`config.mk`:
```
export PLATFORM = sky130hd
export DESIGN_NAME = rob_ooo_tagged_flat
export DESIGN_NICKNAME = d
export VERILOG_FILES = /design/src/rtl/rob_ooo_tagged_if.sv /design/src/rtl/rob_ooo_tagged.sv /design/src/flat_wrapper.sv
export SDC_FILE = /design/constraint.sdc
export NUM_CORES = 1
export LEC_CHECK = 0
export BUFFER_PORTS_ARGS = -buffer_cell sky130_fd_sc_hd__buf_4
export CAP_MARGIN = 10
export CORE_MARGIN = 1
export CORE_UTILIZATION = 25
export CTS_CLUSTER_DIAMETER = 60
export CTS_CLUSTER_SIZE = 14
export DETAILED_ROUTE_END_ITERATION = 12
export PLACE_DENSITY_LB_ADDON = 0.08
export SYNTH_ARGS = -nofsm -noshare
export SYNTH_HDL_FRONTEND = slang
export SYNTH_SLANG_ARGS = --single-unit
```
`constraint.sdc`:
```
create_clock -name clk -period 6.9 [get_ports clk]
set_clock_uncertainty 0.2 [all_clocks]
set_input_delay 1.38 -clock clk [delete_from_list [all_inputs] [get_ports clk]]
set_output_delay 1.38 -clock clk [all_outputs]
set_load 0.01 [all_outputs]
```
`src/rtl/rob_ooo_tagged_if.sv`:
```
// Host and memory handshake bundle for the tagged reorder buffer.
// Signal suffixes are named from the reorder buffer's point of view.
interface rob_ooo_tagged_if #(
    parameter int ADDR_W = 32,
    parameter int DATA_W = 32,
    parameter int TAG_W  = 4
);
    logic              host_req_valid_i;
    logic              host_req_ready_o;
    logic [ADDR_W-1:0] host_req_addr_i;
    logic              host_req_we_i;
    logic [DATA_W-1:0] host_req_wdata_i;
    logic              host_rsp_valid_o;
    logic              host_rsp_ready_i;
    logic [DATA_W-1:0] host_rsp_rdata_o;
    logic              host_rsp_err_o;
    logic              mem_req_valid_o;
    logic              mem_req_ready_i;
    logic [ADDR_W-1:0] mem_req_addr_o;
    logic              mem_req_we_o;
    logic [DATA_W-1:0] mem_req_wdata_o;
    logic [TAG_W-1:0]  mem_req_tag_o;
    logic              mem_rsp_valid_i;
    logic              mem_rsp_ready_o;
    logic [TAG_W-1:0]  mem_rsp_tag_i;
    logic [DATA_W-1:0] mem_rsp_rdata_i;
    logic              mem_rsp_err_i;

    modport slave (
        input  host_req_valid_i, host_req_addr_i, host_req_we_i, host_req_wdata_i,
        output host_req_ready_o,
        output host_rsp_valid_o, host_rsp_rdata_o, host_rsp_err_o,
        input  host_rsp_ready_i,
        output mem_req_valid_o, mem_req_addr_o, mem_req_we_o, mem_req_wdata_o, mem_req_tag_o,
        input  mem_req_ready_i,
        input  mem_rsp_valid_i, mem_rsp_tag_i, mem_rsp_rdata_i, mem_rsp_err_i,
        output mem_rsp_ready_o
    );

    modport master (
        output host_req_valid_i, host_req_addr_i, host_req_we_i, host_req_wdata_i,
        input  host_req_ready_o,
        input  host_rsp_valid_o, host_rsp_rdata_o, host_rsp_err_o,
        output host_rsp_ready_i,
        input  mem_req_valid_o, mem_req_addr_o, mem_req_we_o, mem_req_wdata_o, mem_req_tag_o,
        output mem_req_ready_i,
        output mem_rsp_valid_i, mem_rsp_tag_i, mem_rsp_rdata_i, mem_rsp_err_i,
        input  mem_rsp_ready_o
    );
endinterface

```
`src/rtl/rob_ooo_tagged.sv`:
```
// Tagged reorder buffer: memory responses complete cells in any order,
// host responses retire strictly in allocation order.
module rob_ooo_tagged #(
    parameter  int NUM_CELL = 16,
    parameter  int ADDR_W   = 32,
    parameter  int DATA_W   = 32,
    localparam int TAG_W    = $clog2(NUM_CELL)
) (
    input  logic             clk,
    input  logic             rstn,
    rob_ooo_tagged_if.slave  bus,
    input  logic [TAG_W:0]   limit_i,
    output logic [TAG_W:0]   occupancy_o,
    output logic             spurious_o
);
    localparam logic [1:0]     CELL_FREE = 2'd0;
    localparam logic [1:0]     CELL_PEND = 2'd1;
    localparam logic [1:0]     CELL_DONE = 2'd2;
    localparam logic [TAG_W:0] CELL_CNT  = (TAG_W+1)'(NUM_CELL);

    logic [1:0]        cellState_q [NUM_CELL];
    logic [1:0]        cellState_d [NUM_CELL];
    logic [DATA_W-1:0] cellData_q  [NUM_CELL];
    logic              cellErr_q   [NUM_CELL];
    logic [TAG_W-1:0]  allocPtr_q, allocPtr_d;
    logic [TAG_W-1:0]  retirePtr_q, retirePtr_d;
    logic [TAG_W:0]    occupancy_q, occupancy_d;
    logic              spurious_q, spurious_d;

    logic [TAG_W:0]    effLimit;
    logic              canAlloc;
    logic              allocFire;
    logic              rspAccept;
    logic              rspHit;
    logic              retireFire;
    logic [ADDR_W-1:0] reqAddr;
    logic [DATA_W-1:0] reqWdata;

    // Slot availability depends on registered occupancy only, so a retire never opens a slot combinationally.
    assign effLimit  = (limit_i == '0 || limit_i > CELL_CNT) ? CELL_CNT : limit_i;
    assign canAlloc  = rstn && (occupancy_q < effLimit);

    assign reqAddr   = bus.host_req_addr_i;
    assign reqWdata  = bus.host_req_wdata_i;

    assign bus.host_req_ready_o = bus.mem_req_ready_i & canAlloc;
    assign bus.mem_req_valid_o  = bus.host_req_valid_i & canAlloc;
    assign bus.mem_req_addr_o   = reqAddr;
    assign bus.mem_req_we_o     = bus.host_req_we_i;
    assign bus.mem_req_wdata_o  = reqWdata;
    assign bus.mem_req_tag_o    = allocPtr_q;
    assign allocFire            = bus.host_req_valid_i & bus.host_req_ready_o;

    // A response only counts when its cell is PEND; a cell allocated in the same cycle is still FREE here.
    assign bus.mem_rsp_ready_o  = rstn;
    assign rspAccept            = bus.mem_rsp_valid_i & rstn;
    assign rspHit               = rspAccept && (cellState_q[bus.mem_rsp_tag_i] == CELL_PEND);

    assign bus.host_rsp_valid_o = rstn && (cellState_q[retirePtr_q] == CELL_DONE);
    assign bus.host_rsp_rdata_o = cellData_q[retirePtr_q];
    assign bus.host_rsp_err_o   = cellErr_q[retirePtr_q];
    assign retireFire           = bus.host_rsp_valid_o & bus.host_rsp_ready_i;

    assign occupancy_o = occupancy_q;
    assign spurious_o  = spurious_q;

    always_comb begin
        cellState_d = cellState_q;
        if (rspHit) begin
            cellState_d[bus.mem_rsp_tag_i] = CELL_DONE;
        end
        if (retireFire) begin
            cellState_d[retirePtr_q] = CELL_FREE;
        end
        if (allocFire) begin
            cellState_d[allocPtr_q] = CELL_PEND;
        end

        allocPtr_d  = allocFire  ? allocPtr_q + TAG_W'(1)  : allocPtr_q;
        retirePtr_d = retireFire ? retirePtr_q + TAG_W'(1) : retirePtr_q;

        occupancy_d = occupancy_q;
        case ({allocFire, retireFire})
            2'b10:   occupancy_d = occupancy_q + (TAG_W+1)'(1);
            2'b01:   occupancy_d = occupancy_q - (TAG_W+1)'(1);
            default: occupancy_d = occupancy_q;
        endcase

        spurious_d = rspAccept & ~rspHit;
    end

    always_ff @(posedge clk) begin
        if (!rstn) begin
            cellState_q <= '{default: CELL_FREE};
            allocPtr_q  <= '0;
            retirePtr_q <= '0;
            occupancy_q <= '0;
            spurious_q  <= 1'b0;
        end else begin
            cellState_q <= cellState_d;
            allocPtr_q  <= allocPtr_d;
            retirePtr_q <= retirePtr_d;
            occupancy_q <= occupancy_d;
            spurious_q  <= spurious_d;
        end
    end

    // Payload storage needs no reset: it is only observed once its cell reaches DONE.
    always_ff @(posedge clk) begin
        if (rspHit) begin
            cellData_q[bus.mem_rsp_tag_i] <= bus.mem_rsp_rdata_i;
            cellErr_q[bus.mem_rsp_tag_i]  <= bus.mem_rsp_err_i;
        end
    end
endmodule
```
`src/flat_wrapper.sv`:
```
// flat-port wrapper written by rule: the top's interface ports become plain ports
module rob_ooo_tagged_flat 
#(
    parameter  int NUM_CELL = 16,
    parameter  int ADDR_W   = 32,
    parameter  int DATA_W   = 32,
    localparam int TAG_W    = $clog2(NUM_CELL)
)
  (clk, rstn, limit_i, occupancy_o, spurious_o, bus_host_req_valid_i, bus_host_req_addr_i, bus_host_req_we_i, bus_host_req_wdata_i, bus_host_req_ready_o, bus_host_rsp_valid_o, bus_host_rsp_rdata_o, bus_host_rsp_err_o, bus_host_rsp_ready_i, bus_mem_req_valid_o, bus_mem_req_addr_o, bus_mem_req_we_o, bus_mem_req_wdata_o, bus_mem_req_tag_o, bus_mem_req_ready_i, bus_mem_rsp_valid_i, bus_mem_rsp_tag_i, bus_mem_rsp_rdata_i, bus_mem_rsp_err_i, bus_mem_rsp_ready_o);
  rob_ooo_tagged_if #(.ADDR_W(ADDR_W), .DATA_W(DATA_W)) bus_i ();
  input  logic clk;
  input  logic rstn;
  input  logic [TAG_W:0] limit_i;
  output logic [TAG_W:0] occupancy_o;
  output logic spurious_o;
  input wire logic [$bits(bus_i.host_req_valid_i)-1:0] bus_host_req_valid_i;
  input wire logic [$bits(bus_i.host_req_addr_i)-1:0] bus_host_req_addr_i;
  input wire logic [$bits(bus_i.host_req_we_i)-1:0] bus_host_req_we_i;
  input wire logic [$bits(bus_i.host_req_wdata_i)-1:0] bus_host_req_wdata_i;
  output wire logic [$bits(bus_i.host_req_ready_o)-1:0] bus_host_req_ready_o;
  output wire logic [$bits(bus_i.host_rsp_valid_o)-1:0] bus_host_rsp_valid_o;
  output wire logic [$bits(bus_i.host_rsp_rdata_o)-1:0] bus_host_rsp_rdata_o;
  output wire logic [$bits(bus_i.host_rsp_err_o)-1:0] bus_host_rsp_err_o;
  input wire logic [$bits(bus_i.host_rsp_ready_i)-1:0] bus_host_rsp_ready_i;
  output wire logic [$bits(bus_i.mem_req_valid_o)-1:0] bus_mem_req_valid_o;
  output wire logic [$bits(bus_i.mem_req_addr_o)-1:0] bus_mem_req_addr_o;
  output wire logic [$bits(bus_i.mem_req_we_o)-1:0] bus_mem_req_we_o;
  output wire logic [$bits(bus_i.mem_req_wdata_o)-1:0] bus_mem_req_wdata_o;
  output wire logic [$bits(bus_i.mem_req_tag_o)-1:0] bus_mem_req_tag_o;
  input wire logic [$bits(bus_i.mem_req_ready_i)-1:0] bus_mem_req_ready_i;
  input wire logic [$bits(bus_i.mem_rsp_valid_i)-1:0] bus_mem_rsp_valid_i;
  input wire logic [$bits(bus_i.mem_rsp_tag_i)-1:0] bus_mem_rsp_tag_i;
  input wire logic [$bits(bus_i.mem_rsp_rdata_i)-1:0] bus_mem_rsp_rdata_i;
  input wire logic [$bits(bus_i.mem_rsp_err_i)-1:0] bus_mem_rsp_err_i;
  output wire logic [$bits(bus_i.mem_rsp_ready_o)-1:0] bus_mem_rsp_ready_o;
  assign bus_i.host_req_valid_i = bus_host_req_valid_i;
  assign bus_i.host_req_addr_i = bus_host_req_addr_i;
  assign bus_i.host_req_we_i = bus_host_req_we_i;
  assign bus_i.host_req_wdata_i = bus_host_req_wdata_i;
  assign bus_host_req_ready_o = bus_i.host_req_ready_o;
  assign bus_host_rsp_valid_o = bus_i.host_rsp_valid_o;
  assign bus_host_rsp_rdata_o = bus_i.host_rsp_rdata_o;
  assign bus_host_rsp_err_o = bus_i.host_rsp_err_o;
  assign bus_i.host_rsp_ready_i = bus_host_rsp_ready_i;
  assign bus_mem_req_valid_o = bus_i.mem_req_valid_o;
  assign bus_mem_req_addr_o = bus_i.mem_req_addr_o;
  assign bus_mem_req_we_o = bus_i.mem_req_we_o;
  assign bus_mem_req_wdata_o = bus_i.mem_req_wdata_o;
  assign bus_mem_req_tag_o = bus_i.mem_req_tag_o;
  assign bus_i.mem_req_ready_i = bus_mem_req_ready_i;
  assign bus_i.mem_rsp_valid_i = bus_mem_rsp_valid_i;
  assign bus_i.mem_rsp_tag_i = bus_mem_rsp_tag_i;
  assign bus_i.mem_rsp_rdata_i = bus_mem_rsp_rdata_i;
  assign bus_i.mem_rsp_err_i = bus_mem_rsp_err_i;
  assign bus_mem_rsp_ready_o = bus_i.mem_rsp_ready_o;
  rob_ooo_tagged #(.NUM_CELL(NUM_CELL), .ADDR_W(ADDR_W), .DATA_W(DATA_W)) u_core (.clk(clk), .rstn(rstn), .bus(bus_i), .limit_i(limit_i), .occupancy_o(occupancy_o), .spurious_o(spurious_o));
endmodule
```
---- Word level (Yosys, flattened, before mapping) ----
Memories as Yosys holds them, arrays and structs flattened. A register that Yosys moved wholly into a read port is not among the register bits.
Cells that the tools add are included.
storage, ports and cells
  bits in registers ....................... 46
  bits of input ports ..................... 113
  RAM bits ................................ 528
  word-level logic and storage cells ...... 88
  memories ................................ 2
memory list
  memory             depth  bits a word  rd ports  clocked after memory_dff  wr ports  RTL line              RTL
  u_core.cellData_q  16     32           1         1                         1         rob_ooo_tagged.sv:23  logic [DATA_W-1:0] cellData_q [NUM_CELL];
  u_core.cellErr_q   16     1            1         1                         1         rob_ooo_tagged.sv:24  logic cellErr_q [NUM_CELL];
operators by class
  add/sub/neg operators ................... 4
  magnitude comparators ................... 8
  bitwise logic cells ..................... 18
  reductions and logical operators ........ 9
  multiplexer cells ....................... 23
  equal/unequal tests ..................... 4
operators with widths
  kind                 count
  $mux 32              3
  $and 16x16->16       2
  $and 32x32->32       1
  $not 16->16          2
  $not 32->32          1
  $or 16x16->16        2
  $demux 2 s4          3
  $bmux 2 s4           2
  $mux 4               4
  $ge 5x5->1 const B   3
  $lt 5x1->1 const B   3
  $not 4->5            3
  $mux 2               7
  $pmux 5 s2           1
  $add 4x1->4 const B  2
  $and 1x1->1          6
  $logic_and 1x1->1    6
  $add 5x1->5 const B  1
  $gt 5x5->1 const B   1
  $logic_not 5->1      1
  $lt 5x5->1           1
  $mux 5               1
  $sub 5x1->5 const B  1
  $eq 2x1->1 const B   2
  5 further kinds      7

---- Longest topological paths before layout ----
Gate-level depths: netlist (run 1).
  word-level depth ........................ 12
  mapped depth ............................ 19

---- Worst setup path before layout (run 1) ----
OpenSTA, ideal clock, no wires.
  path type ............................... input -> register
  start point ............................. input port bus_mem_rsp_tag_i[3]
  end point ............................... register u_core.cellState_q[7] in the netlist's numbering
  library setup time ...................... 0.079 ns
  slack ................................... 0.796 ns
  arrival ................................. 5.825 ns
  cell stages on the path ................. 6
  path through ............................ clkbuf_1 -> nor3b_1 -> a31oi_1 -> nor4_1 -> o21ai_0 -> nor3b_2
between the ends
  cells in the longest elaborated chain, start to end .. 11
ends and longest elaborated chain
  item                                                                        RTL line                                    RTL
  start, declared                                                             flat_wrapper.sv:32                          input wire logic [$bits(bus_i.mem_rsp_tag_i)-1:0] bus_mem_rsp_tag_i;
  $not 4->5 (implied by the code) *                                           rob_ooo_tagged.sv:57, rob_ooo_tagged.sv:70
  $ge 5x5->1 (implied by the code), or another cell as far along              rob_ooo_tagged.sv:70                        cellState_d[bus.mem_rsp_tag_i] = CELL_DONE;
  $logic_and 1x1->1 (implied by the code) / $mux 2 (equally long branches)    rob_ooo_tagged.sv:70, rob_ooo_tagged.sv:57
  $mux 2 (on tied branches)                                                   rob_ooo_tagged.sv:70, rob_ooo_tagged.sv:57
  $demux 2 s4 / $eq 2x1->1 (equally long branches)                            rob_ooo_tagged.sv:70, rob_ooo_tagged.sv:57
  $or 16x16->16 (no source line) / $logic_and 1x1->1 (equally long branches)  --
  $mux 32 *                                                                   rob_ooo_tagged.sv:69                        if (rspHit) begin
  $and 32x32->32 (no source line)                                             --
  $mux 32 *                                                                   rob_ooo_tagged.sv:72                        if (retireFire) begin
  $and 16x16->16 (no source line)                                             --
  $mux 32 *                                                                   rob_ooo_tagged.sv:75                        if (allocFire) begin
  end signal, assigned                                                        rob_ooo_tagged.sv:100                       cellState_q <= cellState_d;
  end, declared                                                               rob_ooo_tagged.sv:21                        logic [1:0] cellState_q [NUM_CELL];
Every way passes the cells marked *; elsewhere a longest branch is shown, timed or not. The select of a mux whose other input is x is not followed.
A chain may end at the register's enable or synchronous reset.

---- Worst setup path in the final report (run 1) ----
  start point ............................. input port limit_i[1]
  end point ............................... output port bus_host_req_ready_o
between the ends
  cells in the longest elaborated chain, start to end .. 6
ends and longest elaborated chain
  item                                                  RTL line              RTL
  start, declared                                       flat_wrapper.sv:13    input logic [TAG_W:0] limit_i;
  $gt 5x5->1 / $logic_not 5->1 (equally long branches)  rob_ooo_tagged.sv:40  assign effLimit = (limit_i == '0 || limit_i > CELL_CNT) ? CELL_CNT : limit_i;
  $logic_or 1x1->1                                      rob_ooo_tagged.sv:40
  $mux 5 *                                              rob_ooo_tagged.sv:40
  $lt 5x5->1 *                                          rob_ooo_tagged.sv:41  assign canAlloc = rstn && (occupancy_q < effLimit);
  $logic_and 1x1->1 *                                   rob_ooo_tagged.sv:41
  $and 1x1->1 *                                         rob_ooo_tagged.sv:46  assign bus.host_req_ready_o = bus.mem_req_ready_i & canAlloc;
  end, declared                                         flat_wrapper.sv:20    output wire logic [$bits(bus_i.host_req_ready_o)-1:0] bus_host_req_ready_o;
Every way passes the cells marked *; elsewhere a longest branch is shown, timed or not.

==> impl_metrics.sql, run 1 <==
INSERT INTO impl_metrics (metric_group, metric, value, unit) VALUES
('yosys', 'synthDominantCellAreaShare', '67.1', '%'),
('clock_tree', 'clk-insertion-delay-late', '0.61', 'ns'),
('route', 'vias_per_cell', '4.49', ''),
('yosys', 'synth_sequential_area_ratio', '71.3', '%'),
('yosys', 'mappedNetlistNets', '1293', ''),
('final_layout', 'post-route-util', '29.6', '%'),
('worst_setup_path', 'critical_path_required', '5.32', 'ns'),
('timing', 'report.final.hold_viol_count', '0', ''),
('place', 'cell_area_reported_after_detailed_placement', '25500', 'sq um'),
('clock_tree', 'cts_htree_levels', '3', ''),
('route', 'num_vias', '11373', ''),
('yosys', 'synthFlopType', 'edfxtp_1', ''),
('floorplan', 'fp.dieW', '309', 'microns'),
('pwr', 'cellPowerDensity', '272', 'nW/um^2'),
('global_routing', 'grt_antenna_before_repair', '3', ''),
('timing', 'hold_ws', '0.303', 'ns'),
('timing', 'maxClockFrequency', '191', 'MHz'),
('worst_setup_path', 'slowest_stage', 'or4_1', ''),
('timing', 'finalSetupTns', '0', 'ns'),
('global_routing', 'grt_first_pass_wirelength', '92.7', 'mm'),
('final_layout', 'layout_nets', '1359', ''),
('final_layout', 'final_cell_count_no_fill', '2533', ''),
('clock_tree', 'clkSlewWorstSetupHoldPaths', '0.05', 'ns'),
('place', 'buffer_ports.inserted', '94', ''),
('pwr', 'worst_ir_drop_vdd', '0.138', 'mV'),
('final_layout', 'drive_gt1_share', '35.5', '%'),
('global_routing', 'grt_usage', '13.7', '%'),
('timing', 'fin_crit_sh', '76.0', '%'),
('yosys', 'synth_area', '23600', 'sq um'),
('clock_tree', 'clock_tree.buffer_depth', '3', ''),
('floorplan', 'rows', '112', ''),
('floorplan', 'die_area', '95800', 'sq um'),
('worst_setup_path', 'critical_path.cell_chain', 'buf_4, or4_1, ha_1, nand2b_1, ha_1, nand4_1, o22a_1, and4b_1, and2_1, buf_4', ''),
('clock_tree', 'cts-buffers-inserted', '66', ''),
('route', 'drc', '0', ''),
('final_layout', 'layout.cells.most_common', 'edfxtp_1', ''),
('clock_tree', 'cts_hold_buf', '0', ''),
('worst_setup_path', 'end_kind', 'output port', ''),
('timing', 'timing.max_slew.rel_slack', '26.9', '%'),
('worst_hold_path', 'worst_hold_path_type', 'reg2reg', ''),
('yosys', 'synthesis.area_per_instance', '20.3', 'sq um'),
('worst_setup_path', 'top_fanout_value_on_the_critical_path', '5', ''),
('route', 'wl_met1', '28.9', 'mm'),
('yosys', 'synth.yosys.warnings', '0', ''),
('floorplan', 'initial_core_util', '25.3', '%'),
('worst_setup_path', 'worst_ep_arrival_time', '3.66', 'ns'),
('clock_tree', 'post_cts_buffers', '0', ''),
('route', 'firstDrtPassIters', '5', ''),
('yosys', 'synth_cell_types', '64', ''),
('global_routing', 'grt_max_degree', '64', ''),
('route', 'met2_wire_len', '32.3', 'mm'),
('yosys', 'synth_largest_area_cell', 'edfxtp_1', ''),
('route', 'drt-total-wl', '65.1', 'mm'),
('floorplan', 'floorplan.io_pins', '225', ''),
('route', 'avgRoutedWirePerCell', '25.7', 'microns'),
('worst_setup_path', 'critical_path.startpoint_type', 'primary input', ''),
('clock_tree', 'cts.root.buffer_cell', 'clkbuf_16', ''),
('route', 'wl_met3', '2.75', 'mm'),
('final_layout', 'most-common-layout-cells', '528 x edfxtp_1, 169 x mux4_2, 123 x buf_4', ''),
('yosys', 'post_synth_main_area_contributors', 'edfxtp_1 67%, mux4_2 16%, dfxtp_1 4.2%', ''),
('yosys', 'synth-edff-count', '528', ''),
('floorplan', 'die-height', '309', 'microns'),
('timing', 'unrepaired_setup_endpoints_after_global_routing', 'no', ''),
('place', 'post-place-cells', '2416', ''),
('yosys', 'synth-async-reset-ratio', '0', '%'),
('global_routing', 'gr-total-overflow', '0', ''),
('run_status', 'status', 'complete, no violations', ''),
('timing', 'finalSetupViolations', '0', ''),
('job', 'cap_viol_max_count', '0', ''),
('final_layout', 'area_growth', '17.2', '%'),
('pwr', 'p_leak', '8.52', 'nW');
## report_power, final
part / switching [mW] / leakage [nW] / total, mW / internal (mW)
Combinational: 0.0759 / 2.30 / 0.112 / 0.0361
Sequential: 0.00273 / 5.15 / 3.82 / 3.82
Clock: 1.53 / 1.08 / 3.60 / 2.07
Total: 1.61 / 8.52 / 7.53 / 5.92
## worst paths after layout
| kind | startpoint | end | slack, ns | cells after the start |
|---|---|---|---|---|
| max | limit_i[1] | bus_host_req_ready_o | 1.66 | 10 |
| min | u_core.cellState_q[4] | u_core.cellState_q[4] | 0.30 | 2 |
| max reg2reg | u_core.retirePtr_q[0] | u_core.occupancy_o[4] | 2.40 | 11 |
| min reg2reg | u_core.cellState_q[4] | u_core.cellState_q[4] | 0.30 | 2 |
## sequential cells by signal, indices dropped and copies added (netlist names), named ones only
register	count
u_core.spurious_o	1
u_core.retirePtr_q	4
u_core.cellState_q	32
u_core.occupancy_o	5
u_core.cellErr_q	16
u_core.bus.mem_req_tag_o	4
u_core.cellData_q	512
## cells in the mapped netlist (all sizes together), types with 10 or more instances
cell type,n
and2,11
inv,25
nor3b,22
nand2,20
nor2,16
mux4,171
ha,16
nand4,12
buf,98
and3,10
o21ai,25
edfxtp,528
clkbuf,32
dfxtp,50
## worst max-delay path: cells and delay by family
| family | cells | cell delay (ns) |
|---|---|---|
| AND/OR/NAND/NOR | 5 | 1.16 |
| adder cells (fa/ha/maj) | 2 | 0.63 |
| buffers and inverters | 2 | 0.25 |
| AO/OA/AOI/OAI | 1 | 0.25 |
## per-stage QoR
step	power, mW	setup slack [ns]
finish	7.53	1.66
CTS	7.66	1.65
detailed placement	4.01	1.16
global placement	4.01	1.22
floorplan	3.97	0.796
global route	7.80	1.49
## cell type report
| type | instances | area, sq um |
|---|---|---|
| multi-input cells | 431 | 5930 |
| clock inverters | 45 | 502 |
| clock buffers | 71 | 1710 |
| diodes | 1 | 2.50 |
| flip-flops and latches | 578 | 16900 |
| well taps | 1254 | 1570 |
| inverters | 25 | 93.8 |
| fillers | 9157 | 65800 |
| repair buffers | 128 | 1020 |
## routing by layer
metal	vias to the layer above	GRT usage, %
met5	-	0
met3	88	2.86
met2	225	23.0
met1	6177	18.1
li1	4879	-
met4	4	3.40
## cells by family after synthesis
family | synth area share [%]
DFF | 71.3
muxes | 17.0
buffers and inverters | 3.98
and+or+nand+nor | 4.16
AOI/OAI and AO/OA | 2.40
adders and majority gates | 0.847
xor gates and xnor gates | 0.259
Note: power is estimated with default switching activity, not from simulation.
==> run 2, diff against run 1 <==
==> constraint.sdc (replaced) <==
create_clock -name clk -period 4.4 [get_ports clk]
set_clock_uncertainty 0.2 [all_clocks]
set_input_delay 0.88 -clock clk [delete_from_list [all_inputs] [get_ports clk]]
set_output_delay 0.88 -clock clk [all_outputs]
set_load 0.01 [all_outputs]
==> run 2 against run 1 <==
  * Sequential share of layout area barely moved
  * Setup slack got worse by 1.5 ns
  * Global-route usage fell by 0.23 points
  * Routed wire length fell by 2.0%
  * Flip-flop and latch count did not move
==> impl_metrics.sql, run 2 (same netlist as run 1, synthesis figures left out) <==
INSERT INTO impl_metrics (metric_group, metric, value, unit) VALUES
('final_layout', 'register_area', '16900', 'sq um'),
('worst_hold_path', 'worst_hold_path_type', 'reg2reg', ''),
('final_layout', 'final_cell_count_no_fill', '2532', ''),
('timing', 'final_critical_path_setup_slack', '0.113', 'ns'),
('final_layout', 'antenna_cells_inserted', '0', ''),
('worst_setup_path', 'end_kind', 'output port', ''),
('final_layout', 'filler_cell_count', '9134', ''),
('route', 'firstDrtPassIters', '4', ''),
('timing', 'hold_ws', '0.292', 'ns'),
('global_routing', 'grt_util_met1', '18.3', '%'),
('timing', 'maxClockFrequency', '233', 'MHz'),
('floorplan', 'die-height', '309', 'microns'),
('clock_tree', 'cts.root.buffer_cell', 'clkbuf_16', ''),
('run_status', 'status', 'complete, no violations', ''),
('clock_tree', 'clkSlewWorstSetupHoldPaths', '0.06', 'ns'),
('floorplan', 'die_area', '95800', 'sq um'),
('job', 'cap_viol_max_count', '0', ''),
('global_routing', 'grt_antenna_before_repair', '2', ''),
('global_routing', 'grt_pass1_vias', '12187', ''),
('global_routing', 'grt-busiest-layer', 'met2', ''),
('global_routing', 'grt_max_degree', '61', ''),
('global_routing', 'use_met3', '2.49', '%'),
('timing', 'timing.max_slew.rel_slack', '46.1', '%'),
('clock_tree', 'clk-insertion-delay-late', '0.62', 'ns'),
('final_layout', 'drive_gt1_share', '35.7', '%'),
('global_routing', 'gr-total-overflow', '0', ''),
('worst_setup_path', 'critPathKind', 'in2out', ''),
('final_layout', 'max_reg_flops', '512', ''),
('timing', 'finalSetupViolations', '0', ''),
('final_layout', 'area_growth', '17.3', '%'),
('final_layout', 'multiInputGateArea', '6000', 'sq um'),
('place', 'detailedPlace.worstSlack', '-0.145', 'ns'),
('timing', 'final.min_clock_period', '4.29', 'ns'),
('timing', 'finalSetupTns', '0', 'ns'),
('floorplan', 'fp.dieW', '309', 'microns'),
('place', 'dp_hpwl', '34.6', 'mm'),
('clock_tree', 'clock_tree.buffer_depth', '3', ''),
('clock_tree', 'post_cts_buffers', '0', ''),
('clock_tree', 'cts-buffers-inserted', '61', ''),
('place', 'global_placer_s_final_weighted_congestion', '0.703', ''),
('final_layout', 'regMostFlops', 'u_core.cellData_q', ''),
('worst_setup_path', 'worst_ep_arrival_time', '3.21', 'ns'),
('clock_tree', 'cts_htree_levels', '2', ''),
('route', 'first_drt_iteration_drcs', '812', ''),
('floorplan', 'floorplan.core_area', '93500', 'sq um'),
('worst_setup_path', 'top_fanout_value_on_the_critical_path', '4', ''),
('route', 'postRouteAntennaNets', '0', ''),
('pwr', 'p_leak', '8.50', 'nW'),
('pwr', 'post-layout-total-power', '11.1', 'mW'),
('route', 'drt-total-wl', '63.7', 'mm'),
('clock_tree', 'clock_tree_from_tritoncts', 'done', ''),
('place', 'buffer_ports.inserted', '94', ''),
('route', 'avgRoutedWirePerCell', '25.2', 'microns'),
('place', 'post-place-cells', '2427', ''),
('floorplan', 'initial_core_util', '25.3', '%'),
('timing', 'unrepaired_setup_endpoints_after_global_routing', 'no', ''),
('route', 'vias_per_cell', '4.45', ''),
('pwr', 'cellPowerDensity', '400', 'nW/um^2'),
('clock_tree', 'cts_hold_buf', '0', ''),
('pwr', 'worst_ir_drop_vdd', '0.282', 'mV'),
('final_layout', 'reg.largest.list', 'u_core.cellData_q (512), u_core.cellState_q (32), u_core.cellErr_q (16)', ''),
('timing', 'slew_violations', '0', ''),
('worst_setup_path', 'critical_path_required', '3.32', 'ns'),
('worst_setup_path', 'critical_path.startpoint_type', 'primary input', ''),
('final_layout', 'layout.cells.most_common', 'edfxtp_1', ''),
('route', 'drc', '0', ''),
('global_routing', 'groute.layer.met2.usage', '22.4', '%'),
('floorplan', 'rows', '112', ''),
('final_layout', 'layout_nets', '1365', ''),
('final_layout', 'most-common-layout-cells', '528 x edfxtp_1, 169 x mux4_2, 117 x buf_4', ''),
('clock_tree', 'tritoncts_num_sinks', '578', ''),
('global_routing', 'grt_first_pass_wirelength', '91.8', 'mm'),
('floorplan', 'floorplan.io_pins', '225', ''),
('route', 'num_vias', '11263', ''),
('timing', 'report.final.hold_viol_count', '0', ''),
('global_routing', 'grt_usage', '13.5', '%'),
('timing', 'fin_crit_sh', '97.4', '%'),
('timing', 'worst-slew-pin-transition', '0.807', 'ns');
-- run 2: timing repair --
| item | in CTS | in global routing |
|---|---|---|
| gates resized for setup | 0 | 1 |
| hold endpoints to repair | 0 | 0 |
| setup endpoints to repair | 0 | 2 |
-- run 2: worst paths after layout --
| check | startpoint | endpoint | slack, ns | cells after the start |
|---|---|---|---|---|
| max | limit_i[2] | bus_host_req_ready_o | 0.11 | 11 |
| min | u_core.cellState_q[0] | u_core.cellState_q[0] | 0.29 | 2 |
| max reg2reg | u_core.retirePtr_q[1] | u_core.occupancy_o[4] | 0.77 | 12 |
| min reg2reg | u_core.cellState_q[0] | u_core.cellState_q[0] | 0.29 | 2 |
-- run 2: critical path, cell delays in order --
cell	delay, ns
buf_4	0.11
or4_1	0.58
ha_4	0.25
nand2b_1	0.14
ha_1	0.30
nand4_1	0.11
o22a_1	0.20
buf_4	0.15
and4b_1	0.19
and2_1	0.16
buf_4	0.14
-- run 2: final cells by class --
class	instances	area share, %
Clock inverter	39	1.14
Tap cell	1254	5.66
Inverter	25	0.348
Sequential cell	578	60.9
Clock buffer	66	5.57
Multi-Input combinational cell	431	21.7
Timing Repair Buffer	139	4.76
-- run 2: power by group --
group          total (mW)  switching [mW]  internal [mW]
registers            5.99         0.00419           5.98
clock network        4.90            2.23           2.67
logic               0.186           0.125         0.0609
total                11.1            2.36           8.72
-- run 2: through the flow --
step | util (%) | area [sq um]
floorplan | - | 23700
global placement | 27.6 | 25800
detailed placement | 27.6 | 25800
CTS | 29.6 | 27700
global route | 29.7 | 27700
finish | 29.7 | 27700
-- run 2: metal layers --
metal,vias to the layer above,wire (microns)
met5,-,33
met4,4,1050
met3,72,2750
met2,213,31100
met1,6076,28800
li1,4898,-
==> run 3, diff against run 2 <==
--- a/config.mk
+++ b/config.mk
@@ -9,6 +9,7 @@
 export CAP_MARGIN = 10
 export CORE_MARGIN = 1
 export CORE_UTILIZATION = 25
+export CTS_BUF_LIST = sky130_fd_sc_hd__clkbuf_4
 export CTS_CLUSTER_DIAMETER = 60
 export CTS_CLUSTER_SIZE = 14
 export DETAILED_ROUTE_END_ITERATION = 12
==> constraint.sdc (replaced) <==
create_clock -name clk -period 3.5 [get_ports clk]
set_clock_uncertainty 0.2 [all_clocks]
set_input_delay 0.7 -clock clk [delete_from_list [all_inputs] [get_ports clk]]
set_output_delay 0.7 -clock clk [all_outputs]
set_load 0.01 [all_outputs]
==> run 3 against run 2 <==
  * Final cell count grew 4.0%
  * Routed wire length increased by 3.1%
  * Register-to-register slack lost 0.56 ns
  * Critical endpoint is now bus_host_rsp_rdata_o[16]
  * Flip-flop and latch count did not move
  * Clock power is 23% lower
  * The flow now finishes with violations (negative setup slack)
  * Via count is 4.5% higher
  * Worst hold slack worse by 0.072 ns
==> impl_metrics.sql, run 3 (same netlist as run 1, synthesis figures left out) <==
INSERT INTO impl_metrics (metric_group, metric, value, unit) VALUES
('clock_tree', 'clk-insertion-delay-late', '0.88', 'ns'),
('worst_setup_path', 'top_fanout_value_on_the_critical_path', '8', ''),
('clock_tree', 'cts.root.buffer_cell', 'clkbuf_4', ''),
('worst_hold_path', 'min_delay_path_depth', '3', ''),
('worst_hold_path', 'worst_hold_path_type', 'in2reg', ''),
('global_routing', 'grt_first_pass_wirelength', '94.9', 'mm'),
('worst_setup_path', 'critical_path.startpoint_type', 'flop', ''),
('route', 'avgRoutedWirePerCell', '25.0', 'microns'),
('place', 'detailedPlace.worstSlack', '-0.858', 'ns'),
('global_routing', 'grt_antenna_before_repair', '5', ''),
('floorplan', 'fp.dieW', '309', 'microns'),
('timing', 'final.min_clock_period', '3.84', 'ns'),
('timing', 'hold_ws', '0.220', 'ns'),
('floorplan', 'die_area', '95800', 'sq um'),
('global_routing', 'gr-total-overflow', '0', ''),
('global_routing', 'grt_max_degree', '45', ''),
('timing', 'finalSetupViolations', '35', ''),
('final_layout', 'layout.cells.most_common', 'edfxtp_1', ''),
('final_layout', 'max_reg_flops', '512', ''),
('route', 'wl_met1', '29.7', 'mm'),
('run_status', 'violations', 'negative setup slack', ''),
('clock_tree', 'cts-buffers-inserted', '59', ''),
('timing', 'timing.max_slew.rel_slack', '46.0', '%'),
('floorplan', 'floorplan.io_pins', '225', ''),
('route', 'postRouteAntennaNets', '0', ''),
('final_layout', 'multiInputGateArea', '6110', 'sq um'),
('worst_setup_path', 'reg2reg_setup_slack', '0.21', 'ns'),
('final_layout', 'most-common-layout-cells', '528 x edfxtp_1, 171 x mux4_2, 104 x buf_4', ''),
('job', 'cap_viol_max_count', '0', ''),
('worst_setup_path', 'reg2reg_from', 'u_core.retirePtr_q[2]', ''),
('worst_setup_path', 'reg2regPathDepth', '14', ''),
('worst_setup_path', 'worst_ep_arrival_time', '2.94', 'ns'),
('clock_tree', 'tritoncts_num_sinks', '578', ''),
('final_layout', 'area_growth', '19.6', '%'),
('global_routing', 'grt_pass1_vias', '12857', ''),
('global_routing', 'grt_usage', '13.9', '%'),
('route', 'first_drt_iteration_drcs', '620', ''),
('timing', 'report.final.hold_viol_count', '0', ''),
('clock_tree', 'clkSlewWorstSetupHoldPaths', '0.15', 'ns'),
('timing', 'finalSetupTns', '-8.65', 'ns'),
('place', 'dp_hpwl', '37.0', 'mm'),
('worst_setup_path', 'end_kind', 'output port', ''),
('pwr', 'worst_ir_drop_vdd', '0.194', 'mV'),
('timing', 'unrepaired_setup_endpoints_after_global_routing', 'yes', ''),
('final_layout', 'layout_nets', '1461', ''),
('worst_hold_path', 'worst_hold_startpoint', 'bus_mem_rsp_tag_i[1]', ''),
('timing', 'slew_violations', '0', ''),
('floorplan', 'die-height', '309', 'microns'),
('timing', 'final_critical_path_setup_slack', '-0.337', 'ns'),
('route', 'vias_per_cell', '4.47', ''),
('place', 'global_placer_s_final_weighted_congestion', '0.719', ''),
('floorplan', 'initial_core_util', '25.3', '%'),
('final_layout', 'regMostFlops', 'u_core.cellData_q', ''),
('pwr', 'cellPowerDensity', '409', 'nW/um^2'),
('timing', 'fin_crit_sh', '110', '%'),
('pwr', 'p_leak', '8.70', 'nW'),
('clock_tree', 'cts_htree_levels', '2', ''),
('final_layout', 'drive_gt1_share', '39.5', '%'),
('timing', 'maxClockFrequency', '261', 'MHz'),
('place', 'buffer_ports.inserted', '94', ''),
('route', 'firstDrtPassIters', '5', ''),
('clock_tree', 'clock_tree.buffer_depth', '3', ''),
('route', 'wl_met3', '2.79', 'mm'),
('final_layout', 'filler_cell_count', '9130', ''),
('route', 'drc', '0', ''),
('run_status', 'status', 'finished with violations', ''),
('floorplan', 'rows', '112', ''),
('worst_setup_path', 'critPathKind', 'reg2out', ''),
('timing', 'worst-slew-pin-transition', '0.806', 'ns'),
('clock_tree', 'clock_tree_from_tritoncts', 'done', ''),
('route', 'drt-total-wl', '65.8', 'mm'),
('route', 'met2_wire_len', '32.2', 'mm'),
('route', 'topRoutingLayerUsed', 'met5', ''),
('final_layout', 'reg.largest.list', 'u_core.cellData_q (512), u_core.cellState_q (32), u_core.cellErr_q (16)', ''),
('final_layout', 'register_area', '16900', 'sq um'),
('floorplan', 'floorplan.core_area', '93500', 'sq um'),
('route', 'num_vias', '11775', ''),
('worst_setup_path', 'critical_path_required', '2.60', 'ns');
run 3: critical path, stage by stage (launching register included):
cell and delay, ns:
dfxtp_4 0.40, buf_12 0.14, buf_12 0.15, buf_16 0.15, mux4_2 0.53, mux4_2 0.53, buf_6 0.15
run 3: timing repair:
action                                 in CTS  in global routing
setup endpoints to repair                  36                 37
pin swaps                                  13                  5
setup buffers                              22                  4
gates resized for setup                    82                 13
hold buffers                               38                  0
endpoints found under the hold margin     547                  0
cloned                                     13                  0
run 3: area by class of cell:
type / instances / share of cell area (%)
diodes: 4 / 0.0354
clock buffers: 65 / 1.73
clock inverters: 39 / 1.27
inverters: 25 / 0.341
multi-input cells: 431 / 21.6
flip-flops and latches: 578 / 59.7
well taps: 1254 / 5.55
repair buffers: 237 / 9.72
run 3: metal layers:
metal  vias to the layer above  global-route usage (%)
met5                         -                       0
met4                         6                    3.28
met3                        85                    2.57
met2                       246                    23.3
met1                      6324                    18.6
li1                       5114                       -
run 3: final timing paths:
| kind | endpoint |
|---|---|
| max | bus_host_rsp_rdata_o[16] |
| min | u_core.cellData_q[8][27] |
| max reg2reg | u_core.occupancy_o[4] |
| min reg2reg | u_core.cellState_q[0] |
run 3: where the power goes:
group          leakage [nW]  switching [mW]  internal (mW)
sequential             5.15         0.00557           7.51
clock                 0.462            2.47           1.28
combinational          3.08           0.173          0.122
run 3: per-stage QoR:
step / cell area, sq um / instances / util, % / power [mW]
6_report: 28300 / 2633 / 30.2 / 11.6
2_1_floorplan: 23700 / 1164 / - / 7.83
4_1_cts: 28300 / 2631 / 30.3 / 11.8
3_3_place_gp: 26200 / 2456 / 28.0 / 7.92
3_5_place_dp: 26200 / 2456 / 28.0 / 7.92
5_1_grt: 28300 / 2631 / 30.2 / 12.1
